File: src/rtl/obi_multi_port_bridge.sv
// N-requester OBI bridge: arbitrates masters onto one memory port and routes in-order responses back.
// Define OBI_BRIDGE_RR_ARB_EN for round-robin arbitration; default build uses fixed lowest-index priority.
module obi_multi_port_bridge #(
    parameter int N_M     = 2,
    parameter int AW      = 32,
    parameter int DW      = 32,
    parameter int MAX_OUT = 4,
    localparam int CW     = $clog2(MAX_OUT + 1)
) (
    input  logic                  clk,
    input  logic                  rst,
    input  logic [N_M-1:0]        m_req,
    output logic [N_M-1:0]        m_gnt,
    input  logic [N_M*AW-1:0]     m_addr,
    input  logic [N_M-1:0]        m_we,
    input  logic [N_M*DW/8-1:0]   m_be,
    input  logic [N_M*DW-1:0]     m_wdata,
    output logic [N_M-1:0]        m_rvalid,
    output logic [DW-1:0]         m_rdata,
    output logic                  s_req,
    input  logic                  s_gnt,
    output logic [AW-1:0]         s_addr,
    output logic                  s_we,
    output logic [DW/8-1:0]       s_be,
    output logic [DW-1:0]         s_wdata,
    input  logic                  s_rvalid,
    input  logic [DW-1:0]         s_rdata,
    output logic [CW-1:0]         out_cnt,
    output logic                  proto_err
);

    localparam int IW    = (N_M > 1) ? $clog2(N_M) : 1;
    localparam int PW    = (MAX_OUT > 1) ? $clog2(MAX_OUT) : 1;
    localparam int DEPTH = 1 << PW;
    localparam int BW    = DW / 8;

    logic [IW-1:0] id_q [DEPTH];
    logic [PW-1:0] wr_ptr_q, wr_ptr_d;
    logic [PW-1:0] rd_ptr_q, rd_ptr_d;
    logic [CW-1:0] cnt_q, cnt_d;
    logic          perr_q, perr_d;
    logic          lock_q, lock_d;
    logic [IW-1:0] lock_sel_q, lock_sel_d;
    logic [IW-1:0] arb_sel;
    logic [IW-1:0] sel;
    logic [IW-1:0] head;
    logic          full;
    logic          push;
    logic          pop;

`ifdef OBI_BRIDGE_RR_ARB_EN
    logic [IW-1:0] rr_q, rr_d;
    logic          arb_found;
    int            arb_idx;

    // Search begins at the master after the last one granted, wrapping around.
    always_comb begin
        arb_found = 1'b0;
        arb_sel   = '0;
        arb_idx   = 0;
        for (int k = 0; k < N_M; k++) begin
            arb_idx = int'(rr_q) + k;
            if (arb_idx >= N_M) arb_idx = arb_idx - N_M;
            if (!arb_found && m_req[arb_idx]) begin
                arb_found = 1'b1;
                arb_sel   = IW'(arb_idx);
            end
        end
    end

    always_comb begin
        rr_d = rr_q;
        if (push) rr_d = (sel == IW'(N_M - 1)) ? '0 : sel + 1'b1;
    end

    always_ff @(posedge clk or negedge rst) begin
        if (!rst) rr_q <= '0;
        else      rr_q <= rr_d;
    end
`else
    always_comb begin
        arb_sel = '0;
        for (int k = N_M - 1; k >= 0; k--) begin
            if (m_req[k]) arb_sel = IW'(k);
        end
    end
`endif

    // A stalled address phase keeps its master until granted, whatever else requests.
    assign sel  = lock_q ? lock_sel_q : arb_sel;
    assign full = (cnt_q == CW'(MAX_OUT));

    assign s_req   = (|m_req) & ~full;
    assign s_addr  = s_req ? m_addr[int'(sel)*AW +: AW]   : '0;
    assign s_we    = s_req ? m_we[sel]                     : 1'b0;
    assign s_be    = s_req ? m_be[int'(sel)*BW +: BW]      : '0;
    assign s_wdata = s_req ? m_wdata[int'(sel)*DW +: DW]   : '0;

    assign push = s_req & s_gnt;
    assign pop  = s_rvalid & (cnt_q != '0);
    assign head = id_q[rd_ptr_q];

    always_comb begin
        m_gnt = '0;
        if (push) m_gnt[sel] = 1'b1;
    end

    always_comb begin
        m_rvalid = '0;
        if (pop) m_rvalid[head] = 1'b1;
    end

    assign m_rdata = pop ? s_rdata : '0;

    always_comb begin
        wr_ptr_d   = wr_ptr_q;
        rd_ptr_d   = rd_ptr_q;
        cnt_d      = cnt_q;
        perr_d     = perr_q;
        lock_d     = s_req & ~s_gnt;
        lock_sel_d = sel;
        if (push) wr_ptr_d = wr_ptr_q + 1'b1;
        if (pop)  rd_ptr_d = rd_ptr_q + 1'b1;
        case ({push, pop})
            2'b10:   cnt_d = cnt_q + 1'b1;
            2'b01:   cnt_d = cnt_q - 1'b1;
            default: cnt_d = cnt_q;
        endcase
        // A response with nothing outstanding is dropped and flagged.
        if (s_rvalid && cnt_q == '0) perr_d = 1'b1;
    end

    always_ff @(posedge clk or negedge rst) begin
        if (!rst) begin
            wr_ptr_q   <= '0;
            rd_ptr_q   <= '0;
            cnt_q      <= '0;
            perr_q     <= 1'b0;
            lock_q     <= 1'b0;
            lock_sel_q <= '0;
        end else begin
            wr_ptr_q   <= wr_ptr_d;
            rd_ptr_q   <= rd_ptr_d;
            cnt_q      <= cnt_d;
            perr_q     <= perr_d;
            lock_q     <= lock_d;
            lock_sel_q <= lock_sel_d;
        end
    end

    always_ff @(posedge clk) begin
        if (push) id_q[wr_ptr_q] <= sel;
    end

    assign out_cnt   = cnt_q;
    assign proto_err = perr_q;

endmodule
File: config.mk
export PLATFORM = sky130hd
export DESIGN_NAME = obi_multi_port_bridge
export DESIGN_NICKNAME = d
export VERILOG_FILES = /design/src/rtl/obi_multi_port_bridge.sv
export SDC_FILE = /design/constraint.sdc
export NUM_CORES = 1
export LEC_CHECK = 0
export BUFFER_PORTS_ARGS = -buffer_cell sky130_fd_sc_hd__buf_2
export CORE_AREA = 5 5 106 108
export DETAILED_ROUTE_END_ITERATION = 8
export DIE_AREA = 0 0 111 113
export REMOVE_ABC_BUFFERS = 1
export SLEW_MARGIN = 40
export SYNTH_ARGS = -nofsm -noshare
export SYNTH_HDL_FRONTEND = slang
export SYNTH_SLANG_ARGS = --single-unit
File: constraint.sdc
create_clock -name clk -period 3.75 [get_ports clk]
set_clock_uncertainty 0.05 [all_clocks]
set_input_delay 0.375 -clock clk [delete_from_list [all_inputs] [get_ports clk]]
set_output_delay 0.375 -clock clk [all_outputs]
set_load 0.03 [all_outputs]
==> metrics.txt <==
power per cell area=531 mW/mm2; DRT met1 WL=4.50 mm; Area contributors post-synth=nand3_1, a21oi_1, o21ai_0; Syn. warnings=0; Worst R2R Start=out_cnt[0]$_DFFE_PN0P_; Post-synth EDFFs=4; synth unique cells=35; num rows=37; RSZ-0062 raised after global routing=no; vias per std cell=4.85; Worst path slowest cell=buf_4; metal3 WL=1.02 mm; # clock sinks=14; Seq/Total Area, Yosys=17.2%; list of most frequent post-synthesis cells=nand3_1, a21oi_1, o21ai_0; Die X=111 um; Final Setup Violations=0; routed vias=3542; Worst-Margin Slew=0.604 ns; Finished Cell Area=0.00370 mm2; fmax=376 MHz; die area=0.0125 mm2; area leader, netlist=nand3_1; Top FF cell, synth=dfrtp_1; GPL Wtd Cong=0.864; worst path required time=3.32 ns; Final Slew Violations=0; Max Cap Violations=0; wire length of the first global-routing pass=17.4 mm; metal2 WL=5.55 mm; remaining antenna violation count=0; Hold Crit Depth=2; Max transition margin=59.8%; Hold EP=lock_q$_DFF_PN0_; Clock transition at path regs=0.06 ns; largest net degree at the start of global routing=68; status=completed; post-DP HPWL=9.06 mm; initial antenna violation count=0; clk buf depth=2; total global-route track usage=16.3%; CTS Buf Count=3; Iteration-0 DRC Markers=221; starting density of the core=21.3%; ys async rst share=71.4%; Reg2Reg Depth=8; # IOs=286; worst path arrival time=2.23 ns; vias in the first global route=3443; Hold WC Path Type=in2reg; input/output buffers=285; Area growth syn-to-layout=71.9%; min-delay src=s_gnt; Hold WS=0.264 ns; synthesized flop and latch total=14; DR top layer=met4; Die Y=113 um; Cell Chain, Critical Path=or3b_4 > o21ai_4 > buf_4 > a21oi_1 > buf_2; drt pass-1 iters=5; post-cts repair resize count=0; Worst R2R End=out_cnt[2]$_DFFE_PN0P_; Nets=777; crit path kind=reg2out; later-pin clock latency in the skew report=0.24 ns; Residual DRC=0; final wirelength=11.3 mm; most frequent cell after synthesis=nand3_1; peak per-stage delay on the critical path=0.56 ns; critical path startpoint category=flop; Synth top area share=16.0%; Tmin final=2.66 ns; Core Region=0.0101 mm2; layout cells sized above 1=51.7%; R2R Setup Slk=1.54 ns; Worst setup EP type=output pin; total gr overflow=0; critical path peak fanout=56; synthesized cell area=0.00215 mm2; CTS root buffer=clkbuf_8; Max VDD drop=0.251 mV; CTS tree=yes; routed len/inst=15.5 um; setup_tns=0 ns; post-route clock period utilization=70.9%; Avg Cell Area, Syn=6.41 um2; Ant. Diodes=0; DP Area=0.00365 mm2; Synth Instances=336; htree depth=1; Static Leak=0.00206 uW; final hold vios=0
## where the power goes
| part | switching (uW) | total [uW] | internal, uW | leakage (uW) |
|---|---|---|---|---|
| Sequential | 57.9 | 276 | 218 | 0.000154 |
| Combinational | 1080 | 1560 | 489 | 0.00188 |
| Clock | 52.7 | 128 | 75.1 | 0.0000228 |
## cell families after synthesis
| logic type | count (synthesis) | synth area share (%) |
|---|---|---|
| muxes | 3 | 2.03 |
| xor gates and xnor gates | 6 | 2.44 |
| and+or+nand+nor | 119 | 30.8 |
| adders and majority gates | 6 | 3.83 |
| AOI/OAI and AO/OA | 143 | 34.1 |
| DFF | 14 | 17.2 |
| buffers and inverters | 45 | 9.58 |
## layout by cell type (no fill, tap or decap), drive strengths merged
cell / n
xor2: 3
o31a: 1
ha: 5
nand3: 69
nor3: 1
and2: 34
buf: 292
mux2: 1
and3: 4
edfxtp: 4
or3b: 2
nand2: 4
o21a: 1
nor2: 3
inv: 6
dfrtp: 10
nor2b: 1
dlygate4sd3: 1
mux2i: 1
o21ai: 70
fa: 1
nor3b: 1
a21o: 1
a21oi: 70
mux4: 1
clkbuf: 4
xnor2: 3
## stage by stage
step	total power (uW)	util (%)	cells	setup WS, ns
after global placement	1830	35.9	725	1.30
final	1970	36.5	730	1.09
after detailed placement	1850	36.0	725	1.33
after CTS	1990	36.5	730	1.10
after global routing	2120	36.5	730	0.939
after floorplan	1330	-	297	0.920
## final cells by class
cell class / instances / area [um2]
clock buffer: 4 / 45.0
fill: 1102 / 6430
inverter: 6 / 22.5
multi-input combinational: 277 / 1590
sequential: 14 / 370
tap: 136 / 170
timing repair buffer: 293 / 1500
## sequential cells by signal (all words and copies together), names as in the netlist
register    cells
id_q            4
out_cnt         3
lock_sel_q      1
proto_err       1
lock_q          1
rd_ptr_q        2
wr_ptr_q        2
## how the worst max path moves through the flow
stage / startpoint / cells after the start / end
floorplan: m_req[1] / 3 / m_gnt[0]
global placement: lock_q$_DFF_PN0_ / 5 / s_wdata[19]
detailed placement: m_req[0] / 6 / s_wdata[17]
CTS: out_cnt[0]$_DFFE_PN0P_ / 5 / s_wdata[18]
global route: out_cnt[0]$_DFFE_PN0P_ / 5 / s_wdata[18]
finish: out_cnt[0]$_DFFE_PN0P_ / 5 / s_we
## critical path: cells and delay by family (launching register included)
family                 cells  cell delay (ns)
AO/OA/AOI/OAI              2             0.31
buffers and inverters      2             0.77
flip-flops                 1             0.44
AND/OR/NAND/NOR            1             0.44
## layer usage
layer / vias to the layer above / GRT usage, %
met1: 1608 / 20.4
li1: 1712 / -
met2: 200 / 28.1
met5: - / 0
met3: 22 / 4.01
met4: 0 / 4.52
## what timing repair did
action | 4_1_cts | 5_1_grt
buffers inserted | 0 | 0
hold endpoints to repair | 10 | 0
hold buffers | 1 | 0
(Power assumes the default switching activity.)
